`src/rtl/spi_pkg.sv`:
```
// Shared definitions for the SPI configuration sequencer: command fields, table entry
// type, FSM state type and the default configuration table.
package spi_pkg;

    localparam int unsigned MaxCmds = 16;
    localparam int unsigned FieldW  = 16; // widest cmd/exp field a table entry can carry

    // Field layout of the default 12-bit command word
    localparam int unsigned WrBit  = 11;
    localparam int unsigned AddrHi = 10;
    localparam int unsigned AddrLo = 8;
    localparam int unsigned DataHi = 7;
    localparam int unsigned DataLo = 0;

    typedef struct packed {
        logic [FieldW-1:0] cmd;
        logic [FieldW-1:0] exp;
        logic              chk;
    } cfg_entry_t;

    typedef cfg_entry_t [MaxCmds-1:0] cfg_table_t;

    typedef enum logic [2:0] {
        StIdle,
        StIssue,
        StRdWait,
        StGap,
        StDone
    } seq_state_e;

    function automatic cfg_entry_t mk_entry(input logic       wr,
                                            input logic [2:0] addr,
                                            input logic [7:0] data,
                                            input logic [7:0] exp,
                                            input logic       chk);
        cfg_entry_t e;
        e                    = '0;
        e.cmd[WrBit]         = wr;
        e.cmd[AddrHi:AddrLo] = addr;
        e.cmd[DataHi:DataLo] = data;
        e.exp[7:0]           = exp;
        e.chk                = chk;
        return e;
    endfunction

    function automatic cfg_table_t default_table();
        cfg_table_t t;
        t     = '0;
        t[0]  = mk_entry(1'b1, 3'd0, 8'hA5, 8'h00, 1'b0);
        t[1]  = mk_entry(1'b1, 3'd1, 8'h12, 8'h00, 1'b0);
        t[2]  = mk_entry(1'b0, 3'd3, 8'h00, 8'h5A, 1'b1);
        t[3]  = mk_entry(1'b1, 3'd2, 8'h3C, 8'h00, 1'b0);
        t[4]  = mk_entry(1'b1, 3'd4, 8'h81, 8'h00, 1'b0);
        t[5]  = mk_entry(1'b0, 3'd4, 8'h00, 8'h81, 1'b1);
        t[6]  = mk_entry(1'b1, 3'd5, 8'h07, 8'h00, 1'b0);
        t[7]  = mk_entry(1'b1, 3'd6, 8'hF0, 8'h00, 1'b0);
        t[8]  = mk_entry(1'b0, 3'd6, 8'h00, 8'hF0, 1'b1);
        t[9]  = mk_entry(1'b1, 3'd7, 8'h01, 8'h00, 1'b0);
        t[10] = mk_entry(1'b0, 3'd7, 8'h00, 8'h00, 1'b0);
        t[11] = mk_entry(1'b1, 3'd0, 8'h5A, 8'h00, 1'b0);
        t[12] = mk_entry(1'b0, 3'd0, 8'h00, 8'h5A, 1'b1);
        t[13] = mk_entry(1'b1, 3'd1, 8'hC3, 8'h00, 1'b0);
        t[14] = mk_entry(1'b1, 3'd2, 8'h99, 8'h00, 1'b0);
        t[15] = mk_entry(1'b0, 3'd1, 8'h00, 8'hC3, 1'b1);
        return t;
    endfunction

    localparam cfg_table_t DefaultTable = default_table();

endpackage

```
`src/rtl/spi_cfg_seq.sv`:
```
// Walks a constant table of SPI commands: issues each with a valid/ready handshake,
// checks read data against expected values, and spaces commands by a fixed gap.
module spi_cfg_seq
    import spi_pkg::*;
#(
    parameter int unsigned CMD_WIDTH  = 12,
    parameter int unsigned READ_WIDTH = 8,
    parameter int unsigned NUM_CMDS   = 16,
    parameter int unsigned GAP_CYCLES = 100,
    parameter int unsigned RD_TIMEOUT = 1000,
    parameter cfg_table_t  TABLE      = DefaultTable
) (
    input  logic                  clk,
    input  logic                  rst_n,
    input  logic                  start,
    output logic [CMD_WIDTH-1:0]  cmd_out,
    output logic                  cmd_vld,
    input  logic                  cmd_rdy,
    input  logic                  read_vld,
    input  logic [READ_WIDTH-1:0] read_data,
    output logic                  busy,
    output logic                  done,
    output logic                  err,
    output logic                  timeout,
    output logic [3:0]            err_idx
);

    localparam int unsigned CntMax = (GAP_CYCLES > RD_TIMEOUT) ? GAP_CYCLES : RD_TIMEOUT;
    localparam int unsigned CntW   = $clog2(CntMax + 1);

    localparam logic [CntW-1:0] GapLast = CntW'(GAP_CYCLES - 1);
    localparam logic [CntW-1:0] RdLast  = CntW'(RD_TIMEOUT - 1);
    localparam logic [CntW-1:0] CntOne  = CntW'(1);
    localparam logic [3:0]      IdxLast = 4'(NUM_CMDS - 1);

    seq_state_e           state_q;
    logic [3:0]           idx_q;
    logic [3:0]           idx_nxt;
    logic [CntW-1:0]      cnt_q;
    logic [CMD_WIDTH-1:0] cmd_out_q;
    logic                 cmd_vld_q;
    logic                 busy_q;
    logic                 done_q;
    logic                 err_q;
    logic                 timeout_q;
    logic [3:0]           err_idx_q;
    logic                 rd_mismatch;

    assign idx_nxt     = idx_q + 4'd1;
    assign rd_mismatch = TABLE[idx_q].chk &&
                         (read_data != TABLE[idx_q].exp[READ_WIDTH-1:0]);

    always_ff @(posedge clk or negedge rst_n) begin
        if (!rst_n) begin
            state_q   <= StIdle;
            idx_q     <= '0;
            cnt_q     <= '0;
            cmd_out_q <= '0;
            cmd_vld_q <= 1'b0;
            busy_q    <= 1'b0;
            done_q    <= 1'b0;
            err_q     <= 1'b0;
            timeout_q <= 1'b0;
            err_idx_q <= '0;
        end else begin
            unique case (state_q)
                StIdle, StDone: begin
                    if (start) begin
                        state_q   <= StIssue;
                        idx_q     <= '0;
                        cnt_q     <= '0;
                        cmd_out_q <= TABLE[0].cmd[CMD_WIDTH-1:0];
                        cmd_vld_q <= 1'b1;
                        busy_q    <= 1'b1;
                        done_q    <= 1'b0;
                        err_q     <= 1'b0;
                        timeout_q <= 1'b0;
                        err_idx_q <= '0;
                    end
                end
                StIssue: begin
                    // cmd_vld_q is always high in this state, so cmd_rdy alone completes it
                    if (cmd_rdy) begin
                        cmd_vld_q <= 1'b0;
                        cnt_q     <= '0;
                        state_q   <= cmd_out_q[CMD_WIDTH-1] ? StGap : StRdWait;
                    end
                end
                StRdWait: begin
                    if (read_vld) begin
                        if (rd_mismatch) begin
                            err_q <= 1'b1;
                            if (!err_q) begin
                                err_idx_q <= idx_q;
                            end
                        end
                        cnt_q   <= '0;
                        state_q <= StGap;
                    end else if (cnt_q == RdLast) begin
                        err_q     <= 1'b1;
                        timeout_q <= 1'b1;
                        if (!err_q) begin
                            err_idx_q <= idx_q;
                        end
                        cnt_q   <= '0;
                        busy_q  <= 1'b0;
                        done_q  <= 1'b1;
                        state_q <= StDone;
                    end else begin
                        cnt_q <= cnt_q + CntOne;
                    end
                end
                StGap: begin
                    if (cnt_q == GapLast) begin
                        cnt_q <= '0;
                        if (idx_q == IdxLast) begin
                            busy_q  <= 1'b0;
                            done_q  <= 1'b1;
                            state_q <= StDone;
                        end else begin
                            idx_q     <= idx_nxt;
                            cmd_out_q <= TABLE[idx_nxt].cmd[CMD_WIDTH-1:0];
                            cmd_vld_q <= 1'b1;
                            state_q   <= StIssue;
                        end
                    end else begin
                        cnt_q <= cnt_q + CntOne;
                    end
                end
                default: begin
                    state_q <= StIdle;
                end
            endcase
        end
    end

    assign cmd_out = cmd_out_q;
    assign cmd_vld = cmd_vld_q;
    assign busy    = busy_q;
    assign done    = done_q;
    assign err     = err_q;
    assign timeout = timeout_q;
    assign err_idx = err_idx_q;

endmodule

```
`config.mk`:
```
export PLATFORM = sky130hd
export DESIGN_NAME = spi_cfg_seq
export DESIGN_NICKNAME = d
export VERILOG_FILES = /design/src/rtl/spi_pkg.sv /design/src/rtl/spi_cfg_seq.sv
export SDC_FILE = /design/constraint.sdc
export NUM_CORES = 1
export LEC_CHECK = 0
export BUFFER_PORTS_ARGS = -buffer_cell sky130_fd_sc_hd__buf_2
export CORE_AREA = 2 2 73 75
export DETAILED_ROUTE_END_ITERATION = 8
export DIE_AREA = 0 0 75 77
export PLACE_DENSITY = 0.77
export SLEW_MARGIN = 30
export SYNTH_ARGS = -nofsm -noshare
export SYNTH_HDL_FRONTEND = slang
export SYNTH_SLANG_ARGS = --single-unit
```
`constraint.sdc`:
```
create_clock -name clk -period 4.5 [get_ports clk]
set_clock_uncertainty 0.1 [all_clocks]
set_input_delay 0.225 -clock clk [delete_from_list [all_inputs] [get_ports clk]]
set_output_delay 0.225 -clock clk [all_outputs]
set_load 0.1 [all_outputs]
```
==> impl_metrics.env <==
export IMPL_maxCapViolCount=0
export IMPL_ant_nets=0
export IMPL_setup_viol=0
export IMPL_drt_pass1_iterations=4
export IMPL_num_antenna_cells=0
export IMPL_num_rows=26
export IMPL_max_vdd_ir_drop_mv=0.128
export IMPL_power_density_nw_per_um2=228
export IMPL_worstMarginPinSlew_ns=0.808
export IMPL_setup_tns_ns=0
export IMPL_wirelength_um=5710
export IMPL_drive_gt1_share_pct=16.6
export IMPL_synth_avg_cell_area_um2=8.31
export IMPL_grt_ovfl_total=0
export IMPL_layout_commonest_cell="nand2_1"
export IMPL_criticalPathCategory="reg2reg"
export IMPL_drc=0
export IMPL_synth_edff_count=0
export IMPL_syn_nets=333
export IMPL_worstSetupEndpointType="register"
export IMPL_cts_root_buf="clkbuf_8"
export IMPL_worstPathArrival_ns=3.17
export IMPL_critPathMaxFanout=13
export IMPL_slowest_stage="dfrtp_1"
export IMPL_fin_ws_ns=1.44
export IMPL_vias_per_cell=5.67
export IMPL_async_reset_ff_share_pct=100
export IMPL_slew_headroom_pct=45.5
export IMPL_grt_pass1_vias=2063
export IMPL_rsz0062_at_grt="no"
export IMPL_path_clk_slew_ns=0.07
export IMPL_grt_max_degree=39
export IMPL_grt_use_total_pct=21.2
export IMPL_post_cts_resized=0
export IMPL_die_height_um=77
export IMPL_clock_sinks=38
export IMPL_synth_distinct_cells=52
export IMPL_crit_chain="inv_1, ha_1, nor3b_2, a31oi_1, or3b_1, a211oi_2, a31oi_2, a21oi_2, mux2i_1"
export IMPL_slowest_delay_ns=0.50
export IMPL_start_kind="register"
export IMPL_slew_viol_final=0
export IMPL_io_buffers=33
export IMPL_die_area_um2=5780
export IMPL_period_minus_slack_ns=3.06
export IMPL_cp_required_ns=4.61
export IMPL_clock_path_buffers=2
export IMPL_initial_core_util_pct=52.1
export IMPL_status="finished clean"
export IMPL_areaGrowthSynthToFinish_pct=11.6
export IMPL_cts_tree="done"
export IMPL_nNetsFinal=358
export IMPL_clk_latency_ns=0.29
export IMPL_dp_slack_ns=1.43
export IMPL_yosysWarnings=0
export IMPL_netlist_area_um2=2590
export IMPL_synthFlopType="dfrtp_1"
export IMPL_leakage_uw=0.00132
export IMPL_hpwl_um=4040
export IMPL_post_cts_buffers=0
export IMPL_die_w_um=75
export IMPL_core_area_um2=4980
export IMPL_ys_seq_area_share_pct=36.7
export IMPL_cts_buffers=5
export IMPL_finalCritPeriodShare_pct=68.1
export IMPL_hold_path_class="in2reg"
export IMPL_ys_ff_latch=38
export IMPL_grt_pass1_wl_um=9530
export IMPL_htreeDepth=2
export IMPL_vias=2308
export IMPL_hold_ws_ns=0.127
export IMPL_critPathBufInv=1
export IMPL_gp_congestion=0.889
export IMPL_crit_family="compound AO/OA/AOI/OAI gates"
export IMPL_drt_initial_drc_count=189
export IMPL_hold_viol_final=0
export IMPL_synthCells=312
export IMPL_wire_per_inst_um=14.0
export IMPL_antenna_found_initial=0
export IMPL_max_clock_freq_ghz=0.326
export IMPL_most_common_layout_cells="nand2_1 (44), dfrtp_1 (38), buf_2 (32)"
export IMPL_io_pins=34
## area by class of cell
class | instances | area (um^2)
inverters | 12 | 45.0
clock inverters | 1 | 30.0
multi-input cells | 244 | 1500
flip-flops and latches | 38 | 951
repair buffers | 36 | 193
clock buffers | 6 | 82.6
well taps | 70 | 87.6
fillers | 471 | 2080
## worst register-to-register path, delay by kind of cell (launching register included)
family	cells	cell delay (ns)
compound gates	4	0.72
fa+ha+maj	1	0.46
buf+inv	1	0.25
flops	1	0.50
mux	1	0.25
simple gates	2	0.71
## state kept, by name (all words and copies together) (netlist names)
register and flops:
done 1, cmd_out 12, state_q 3, busy 1, cnt_q 10, err 1
cmd_vld 1, err_idx 4, timeout 1, idx_q 4
## Yosys cell counts (5+ instances only)
cell type / n / area share (%)
nor3_1: 6 / 1.2
ha_1: 8 / 3.9
inv_1: 12 / 1.7
mux2i_1: 9 / 3.5
nor2_1: 26 / 3.8
dfrtp_1: 38 / 37
o21ai_0: 29 / 5.6
clkbuf_1: 10 / 1.4
nand3_1: 10 / 1.9
nand2_1: 44 / 6.4
nor2b_1: 9 / 2.2
o31ai_1: 8 / 2.3
and3_1: 5 / 1.2
a31oi_1: 7 / 1.7
a21oi_1: 26 / 5.0
nand2b_1: 8 / 1.9
## stage by stage
step / utilization (%) / area [um^2] / instances / total power, uW
after floorplan: - / 2590 / 312 / 353
after global placement: 55.6 / 2770 / 399 / 368
after detailed placement: 55.6 / 2770 / 399 / 369
after CTS: 58.1 / 2890 / 407 / 666
after global routing: 58.1 / 2890 / 407 / 684
final: 58.1 / 2890 / 407 / 659
## power by group
group	internal (uW)	switching, uW
clock network	177	119
registers	341	0
logic	7.91	13.3
total	526	132
## what timing repair did
action | in CTS | in global routing
hold endpoints to repair | 38 | 0
endpoints found under the setup margin | 0 | 0
hold buffers | 1 | 0
## final timing paths
kind                                 start         end  slack (ns)  depth (start not counted)
worst max-delay path              idx_q[0]  err_idx[3]        1.44                          9
worst min-delay path               cmd_rdy  state_q[0]        0.13                          3
worst max register to register    idx_q[0]  err_idx[3]        1.44                          9
worst min register to register  cmd_out[1]  cmd_out[1]        0.38                          2
max in group asynchronous            rst_n  state_q[0]        3.62                          2
min in group asynchronous            rst_n  cmd_out[4]        0.34                          2
## cells by family (layout without fill, tap and decap cells)
logic type	after synthesis	after routing	synth area share [%]
xor gates and xnor gates	6	6	2.32
buffers and inverters	30	55	5.26
adders and majority gates	8	8	3.86
and+or+nand+nor	124	124	24.6
DFF	38	38	36.7
muxes	9	9	3.48
AOI/OAI and AO/OA	97	97	23.8
## routing by layer
| metal | wire length, um | track usage (%) | share of wire (%) |
|---|---|---|---|
| met4 | 77 | 6.43 | 1.3 |
| met5 | 0 | 0 | 0 |
| met1 | 2700 | 29.7 | 47 |
| met3 | 236 | 4.34 | 4.1 |
| met2 | 2700 | 32.6 | 47 |
Power figures use the tool's default switching activity.
